$ cat src/rtl/fifo_ctrl_16.sv
`default_nettype none
// +----------------------------------------------------------------------+
// | fifo_ctrl_16                                                         |
// | Pointer/flag controller turning a 16x8 dual-address RAM into a FIFO. |
// | Rev 1.0 - initial release                                            |
// +----------------------------------------------------------------------+
module fifo_ctrl_16 #(
   parameter int ADDR_W   = 4,
   parameter int AF_LEVEL = 14,
   parameter int AE_LEVEL = 2
) (
   input  logic              clk,
   input  logic              rst,
   input  logic              push,
   input  logic              pop,
   input  logic              clr_err,
   output logic              ram_write,
   output logic              ram_read,
   output logic [ADDR_W-1:0] ram_wr_add,
   output logic [ADDR_W-1:0] ram_rd_add,
   output logic              rd_valid,
   output logic [ADDR_W:0]   count,
   output logic              full,
   output logic              empty,
   output logic              almost_full,
   output logic              almost_empty,
   output logic              overflow,
   output logic              underflow
);

   localparam logic [ADDR_W:0] c_ONE      = (ADDR_W+1)'(1);
   localparam logic [ADDR_W:0] c_DEPTH    = (ADDR_W+1)'(2**ADDR_W);
   localparam logic [ADDR_W:0] c_AF_LEVEL = (ADDR_W+1)'(AF_LEVEL);
   localparam logic [ADDR_W:0] c_AE_LEVEL = (ADDR_W+1)'(AE_LEVEL);

   logic [ADDR_W:0] r_wr_ptr;
   logic [ADDR_W:0] r_rd_ptr;
   logic [ADDR_W:0] r_count;
   logic            r_rd_valid;
   logic            r_overflow;
   logic            r_underflow;

   logic            w_full;
   logic            w_empty;
   logic            w_pop_ok;
   logic            w_push_ok;

   // Flags come only from the count register, never from the requests.
   assign w_full  = (r_count == c_DEPTH);
   assign w_empty = (r_count == '0);

   // A pop frees a slot in the same cycle, so a full FIFO can still accept a push.
   assign w_pop_ok  = pop & ~w_empty;
   assign w_push_ok = push & (~w_full | w_pop_ok);

   always_ff @(posedge clk or posedge rst) begin
      if (rst) begin
         r_wr_ptr    <= '0;
         r_rd_ptr    <= '0;
         r_count     <= '0;
         r_rd_valid  <= 1'b0;
         r_overflow  <= 1'b0;
         r_underflow <= 1'b0;
      end else begin
         if (w_push_ok)
            r_wr_ptr <= r_wr_ptr + c_ONE;
         if (w_pop_ok)
            r_rd_ptr <= r_rd_ptr + c_ONE;
         case ({w_push_ok, w_pop_ok})
            2'b10:   r_count <= r_count + c_ONE;
            2'b01:   r_count <= r_count - c_ONE;
            default: r_count <= r_count;
         endcase
         r_rd_valid <= w_pop_ok;
         // A new error in the same cycle as clr_err keeps the flag set.
         if (push & ~w_push_ok)
            r_overflow <= 1'b1;
         else if (clr_err)
            r_overflow <= 1'b0;
         if (pop & w_empty)
            r_underflow <= 1'b1;
         else if (clr_err)
            r_underflow <= 1'b0;
      end
   end

   assign ram_write    = w_push_ok;
   assign ram_read     = w_pop_ok;
   assign ram_wr_add   = r_wr_ptr[ADDR_W-1:0];
   assign ram_rd_add   = r_rd_ptr[ADDR_W-1:0];
   assign rd_valid     = r_rd_valid;
   assign count        = r_count;
   assign full         = w_full;
   assign empty        = w_empty;
   assign almost_full  = (r_count >= c_AF_LEVEL);
   assign almost_empty = (r_count <= c_AE_LEVEL);
   assign overflow     = r_overflow;
   assign underflow    = r_underflow;

endmodule
`default_nettype wire
$ cat config.mk
export PLATFORM = sky130hd
export DESIGN_NAME = fifo_ctrl_16
export DESIGN_NICKNAME = d
export VERILOG_FILES = /design/src/rtl/fifo_ctrl_16.sv
export SDC_FILE = /design/constraint.sdc
export NUM_CORES = 1
export LEC_CHECK = 0
export BUFFER_PORTS_ARGS = -buffer_cell sky130_fd_sc_hd__buf_2
export CAP_MARGIN = 20
export CORE_AREA = 2 2 46 48
export DETAILED_ROUTE_END_ITERATION = 7
export DIE_AREA = 0 0 48 50
export GPL_TIMING_DRIVEN = 0
export HOLD_SLACK_MARGIN = 0.15
export PLACE_DENSITY = 0.74
export SYNTH_ARGS = -nofsm -noshare
export SYNTH_HDL_FRONTEND = slang
export SYNTH_SLANG_ARGS = --single-unit
export TNS_END_PERCENT = 20
$ cat constraint.sdc
create_clock -name clk -period 3.3 [get_ports clk]
set_input_delay 0.33 -clock clk [delete_from_list [all_inputs] [get_ports clk]]
set_output_delay 0.33 -clock clk [all_outputs]
set_load 0.02 [all_outputs]
==> impl_metrics.json, run 1 <==
{
  "ir_worst_vdd_mv": 0.5133,
  "cp_max_fo": 8,
  "ys_async_sr_fraction_pct": 100.0,
  "postPlaceCellArea_um2": 1050,
  "setup.worst_path.class": "reg -> reg",
  "die_h_um": 50,
  "power_mw": 1.103,
  "hold_class": "in -> reg",
  "grt_max_degree": 17,
  "synth_seq_cells": 16,
  "overflow": 0,
  "dp.cells": 135,
  "max_freq_mhz": 367.9,
  "timing.max_cap.violations": 0,
  "insertion_delay_ps": 270,
  "final_nets": 126,
  "num_vias": 682,
  "rsz0062_at_grt": "false",
  "die_w_um": 48,
  "synth_edf_count": 0,
  "rows": 16,
  "grt_usage_pct": 15.19,
  "yosysSeqAreaShare_pct": 45.20,
  "cts.sinks": 16,
  "final_cells": 140,
  "slew_violations": 0,
  "syn_area_per_cell_um2": 10.80,
  "reg2reg_from": "count[0]",
  "drtAntennaViolNets": 0,
  "io_buffers": 26,
  "netlist_instances": 82,
  "end_kind": "flip-flop",
  "post-route-util_pct": 57.63,
  "cts-root-buf": "clkbuf_4",
  "pre_cts_ws_ps": 576.8,
  "cp-endpoint": "count[4]",
  "initial_core_util_pct": 46.58,
  "grt_first_pass_wirelength_um": 2663,
  "final_layout_size_suffix_gt1_share_pct": 31.86,
  "leakage_nw": 0.5383,
  "vias_per_cell": 4.871,
  "yosysUniqueCellTypes": 31,
  "ys.flop_type": "dfrtp_1",
  "insertedDiodeCount": 0,
  "reg2regPathDepth": 10,
  "dp_hpwl_um": 1263,
  "cts_tree": "built",
  "timing.rr.end": "count[4]",
  "fin_ws_ps": 581.5,
  "yosys.area.top_type": "dfrtp_1",
  "routed_wl_um": 1580,
  "reg2reg_slack_ps": 580,
  "num-fill-cells": 177,
  "pin_count": 27,
  "clockBufferDepth": 2,
  "hold_viol": 0,
  "numCtsBuffers": 3,
  "finalSetupViolations": 0,
  "antenna_found_initial": 0,
  "yosysWarnings": 0,
  "relSlewSlack_pct": 60.67,
  "fin_tns_setup_ps": 0,
  "wl_per_cell_um": 11.29,
  "period_needed_ps": 2718,
  "h-tree-depth": 1,
  "worstPathArrival_ps": 2850,
  "netlist_area_um2": 885.9,
  "cp.required_ps": 3440,
  "yosys-top-cells-area": "dfrtp_1, ha_1, xnor2_1",
  "finalInstanceArea_um2": 1096,
  "startpoint": "count[0]",
  "period_share_pct": 82.38,
  "layout_common_cells": "buf_2, dfrtp_1, inv_1, nand2_1, ha_1",
  "skew_ps": 5.043,
  "drt-initial-drc-count": 14,
  "path_clk_slew_ps": 90,
  "drc": 0,
  "core_um2": 1902,
  "areaGrowthSynthToFinish_pct": 23.73,
  "yosysTopAreaCellShare_pct": 45.20,
  "synthesis.nets": 94,
  "final_common_cell": "buf_2",
  "powerDensity_nw_per_um2": 1006,
  "status": "complete, no violations",
  "start_kind": "flip-flop",
  "tightest_slew_ps": 589.2,
  "gp_congestion": 0.7359,
  "grt_pass1_vias": 633,
  "drtPass1Iterations": 4,
  "die-area_um2": 2400,
  "cts_resized": 0,
  "whs_ps": 240.5
}
-- synth_stat cells (2+ instances only) --
library cell and instances:
xnor2_1 5, o22ai_1 2, xor2_1 4, dfrtp_1 16, o21ai_0 4, nand3_1 2, inv_1 10, nand4_1 2
nor2_1 2, ha_1 6, nand2_1 8, and2_1 2
-- how the worst min path moves through the flow --
| stage | from | end | slack, ps | depth (start not counted) |
|---|---|---|---|---|
| final | clr_err | underflow | 240 | 2 |
| after global routing | clr_err | underflow | 220 | 2 |
| after CTS | clr_err | underflow | 240 | 2 |
| after detailed placement | rst | r_rd_ptr[1] | 420 | 2 |
| after global placement | rst | r_rd_ptr[2] | 420 | 2 |
| after floorplan | rst | count[0] | 240 | 1 |
-- repair_timing --
item	4_1_cts	5_1_grt
endpoints found under the hold margin	16	0
setup buffers	0	0
hold buffers	1	0
-- layout make-up --
cell class / count / area, µm² / share of cell area, %
Buffer: 1 / 5.005 / 0.4566
Clock buffer: 4 / 36.28 / 3.311
Inverter: 10 / 37.54 / 3.425
Multi-Input combinational cell: 55 / 442.9 / 40.41
Sequential cell: 16 / 400.4 / 36.53
Tap cell: 27 / 33.78 / 3.082
Timing Repair Buffer: 27 / 140.1 / 12.79
-- registers in the layout (all words and copies together) (netlist names) --
signal,count
count,5
overflow,1
r_rd_ptr,4
r_wr_ptr,4
rd_valid,1
underflow,1
-- cell families after synthesis --
family	Yosys count	share of synthesized area, %
fa+ha+maj	7	10.73
simple gates	22	14.55
compound gates	14	12.15
xor+xnor	9	8.898
buf+inv	11	4.802
flops	16	45.20
mux	3	3.672
-- metal layers --
layer,vias to the layer above,routed length (µm),share of wire (%),GRT usage (%)
li1,343,-,-,-
met1,319,756,48,20.69
met2,18,729,46,23.78
met3,2,74,4.7,2.198
met4,0,19,1.2,5.405
met5,-,0,0,0
-- worst max-delay path, stage by stage, from the launching register on --
cell and delay (ps):
dfrtp_1 480, nor4_4 450, a31oi_4 170, inv_1 90, ha_1 320, inv_1 140, fa_1 410, nor2b_1 190
o21ai_0 100, o311ai_0 100, o211ai_1 140
-- power by group --
group | switching (mW) | internal, mW
Clock | 0.0553 | 0.0669
Sequential | 0.116 | 0.287
Combinational | 0.339 | 0.238
Total | 0.510 | 0.592
No activity file was read; power rests on OpenSTA's default activity.
==> run 2, diff against run 1 <==
- clock period: 3.3 -> 2.6 ns (I/O delays scaled with it)
==> run 2 against run 1 <==
Net effect:
- final cell count is 3.6% higher
- register-to-register slack worse by 410 ps
- power is 33% higher
- flip-flop and latch count stayed put
- clock skew is 2.8 ps lower
- global-route usage is 0.21 points lower
- worst hold slack worse by 67 ps
- clock power is 27% higher
- maximum frequency is 12% higher
- critical path depth is 1 lower
- sequential power is 27% higher
- count of clock-buffer cells in the layout stayed put
- critical endpoint unchanged
- largest cell class unchanged
==> impl_metrics.json, run 2 (same netlist as run 1, synthesis figures left out) <==
{
  "pre_cts_ws_ps": -123.2,
  "final_common_cell": "buf_2",
  "io_buffers": 26,
  "ir_worst_vdd_mv": 0.6685,
  "antenna_found_initial": 0,
  "numCtsBuffers": 3,
  "pin_count": 27,
  "num-fill-cells": 175,
  "finalSetupViolations": 0,
  "wl_per_cell_um": 11.39,
  "initial_core_util_pct": 46.58,
  "drc": 0,
  "max_freq_mhz": 411.4,
  "routed_wl_um": 1652,
  "gp_congestion": 0.7359,
  "timing.max_cap.violations": 0,
  "post-route-util_pct": 60.99,
  "dp.cells": 135,
  "core_um2": 1902,
  "slew_violations": 0,
  "final_cells": 145,
  "postPlaceCellArea_um2": 1050,
  "clockPowerShare_pct": 10.6,
  "final_layout_size_suffix_gt1_share_pct": 40.68,
  "setup.worst_path.class": "reg -> reg",
  "overflow": 0,
  "end_kind": "flip-flop",
  "cts_tree": "built",
  "drtAntennaViolNets": 0,
  "drtPass1Iterations": 4,
  "cts.sinks": 16,
  "insertedDiodeCount": 0,
  "dp_hpwl_um": 1263,
  "tightest_slew_ps": 600.1,
  "powerDensity_nw_per_um2": 1265,
  "worstPathArrival_ps": 2570,
  "areaGrowthSynthToFinish_pct": 30.93,
  "rows": 16,
  "hold_class": "in -> reg",
  "layout_common_cells": "buf_2, dfrtp_1, inv_1, nand2_1",
  "grt_max_degree": 17,
  "final_nets": 131,
  "die_w_um": 48,
  "whs_ps": 173.0,
  "worst_path_max_delay_cell": "dfrtp_2",
  "grt_pass1_vias": 646,
  "skew_ps": 2.241,
  "start_kind": "flip-flop",
  "cpLargestDelayFamily": "simple AND/OR/NAND/NOR gates",
  "p_sw_mw": 0.6672,
  "clockBufferDepth": 2,
  "cp_max_fo": 8,
  "slowest_delay_ps": 470,
  "drt-initial-drc-count": 13,
  "cp_num_buf_inv": 1,
  "cts-root-buf": "clkbuf_4",
  "grt_first_pass_wirelength_um": 2656,
  "vias_per_cell": 4.828,
  "leakage_nw": 0.5609,
  "status": "complete, no violations",
  "swShare_pct": 45.48,
  "period_needed_ps": 2431,
  "die-area_um2": 2400,
  "insertion_delay_ps": 270,
  "pwr-share-seq_pct": 34.9,
  "hold_viol": 0,
  "cp_cell_sequence": "nor4_4 -> buf_4 -> a21oi_2 -> ha_4 -> ha_1 -> nor4b_2 -> a211oi_1 -> o311ai_1 -> o211ai_1",
  "cp.required_ps": 2740,
  "h-tree-depth": 1,
  "num_vias": 700,
  "fin_tns_setup_ps": 0,
  "power_mw": 1.467,
  "combPwrFrac_pct": 54.5,
  "internal-power_mw": 0.7998,
  "largest_register_ffs": 5,
  "fin_ws_ps": 169.0,
  "grt_usage_pct": 14.98,
  "relSlewSlack_pct": 59.95,
  "period_share_pct": 93.50,
  "die_h_um": 50,
  "finalInstanceArea_um2": 1160,
  "path_clk_slew_ps": 90,
  "rsz0062_at_grt": "false"
}
-- run 2: cell types whose count changed in the layout (fill, tap and decap cells not counted), sizes merged --
cell / change
buf: +5
-- run 2: layer usage --
layer / global-route usage (%) / share of wire (%)
met4: 4.054 / 0.73
met1: 20.46 / 47
met5: 0 / 0
met3: 2.198 / 5.0
met2: 24.00 / 47
-- run 2: final cells by class --
class	instances	area (µm²)	area share [%]
Buffer	1	5.005	0.4315
Clock buffer	4	36.28	3.128
Inverter	10	37.54	3.236
Multi-Input combinational cell	55	464.2	40.02
Sequential cell	16	405.4	34.95
Tap cell	27	33.78	2.913
Timing Repair Buffer	32	177.7	15.32
-- run 2: timing repair --
| item | CTS | global route |
|---|---|---|
| hold endpoints to repair | 16 | 0 |
| buffers inserted | 1 | 4 |
| hold buffers | 1 | 0 |
| gates resized for setup | 2 | 7 |
| pin swaps | 1 | 2 |
| setup endpoints to repair | 1 | 1 |
-- run 2: final timing paths --
kind / from / end / slack (ps) / cells past startpoint
min in group asynchronous: rst / r_rd_ptr[3] / 590 / 3
min: clr_err / underflow / 170 / 2
max: count[1] / count[4] / 170 / 9
min reg2reg: r_rd_ptr[3] / r_rd_ptr[3] / 470 / 1
max reg2reg: count[1] / count[4] / 170 / 9
max in group asynchronous: rst / count[0] / 1590 / 3
-- run 2: power groups by stage --
stage	logic (mW)	registers (mW)	clock network, mW
2_1_floorplan	0.396	0.634	0
3_3_place_gp	0.721	0.509	0
3_5_place_dp	0.742	0.517	0
4_1_cts	0.752	0.514	0.160
5_1_grt	0.891	0.538	0.175
6_report	0.799	0.512	0.155
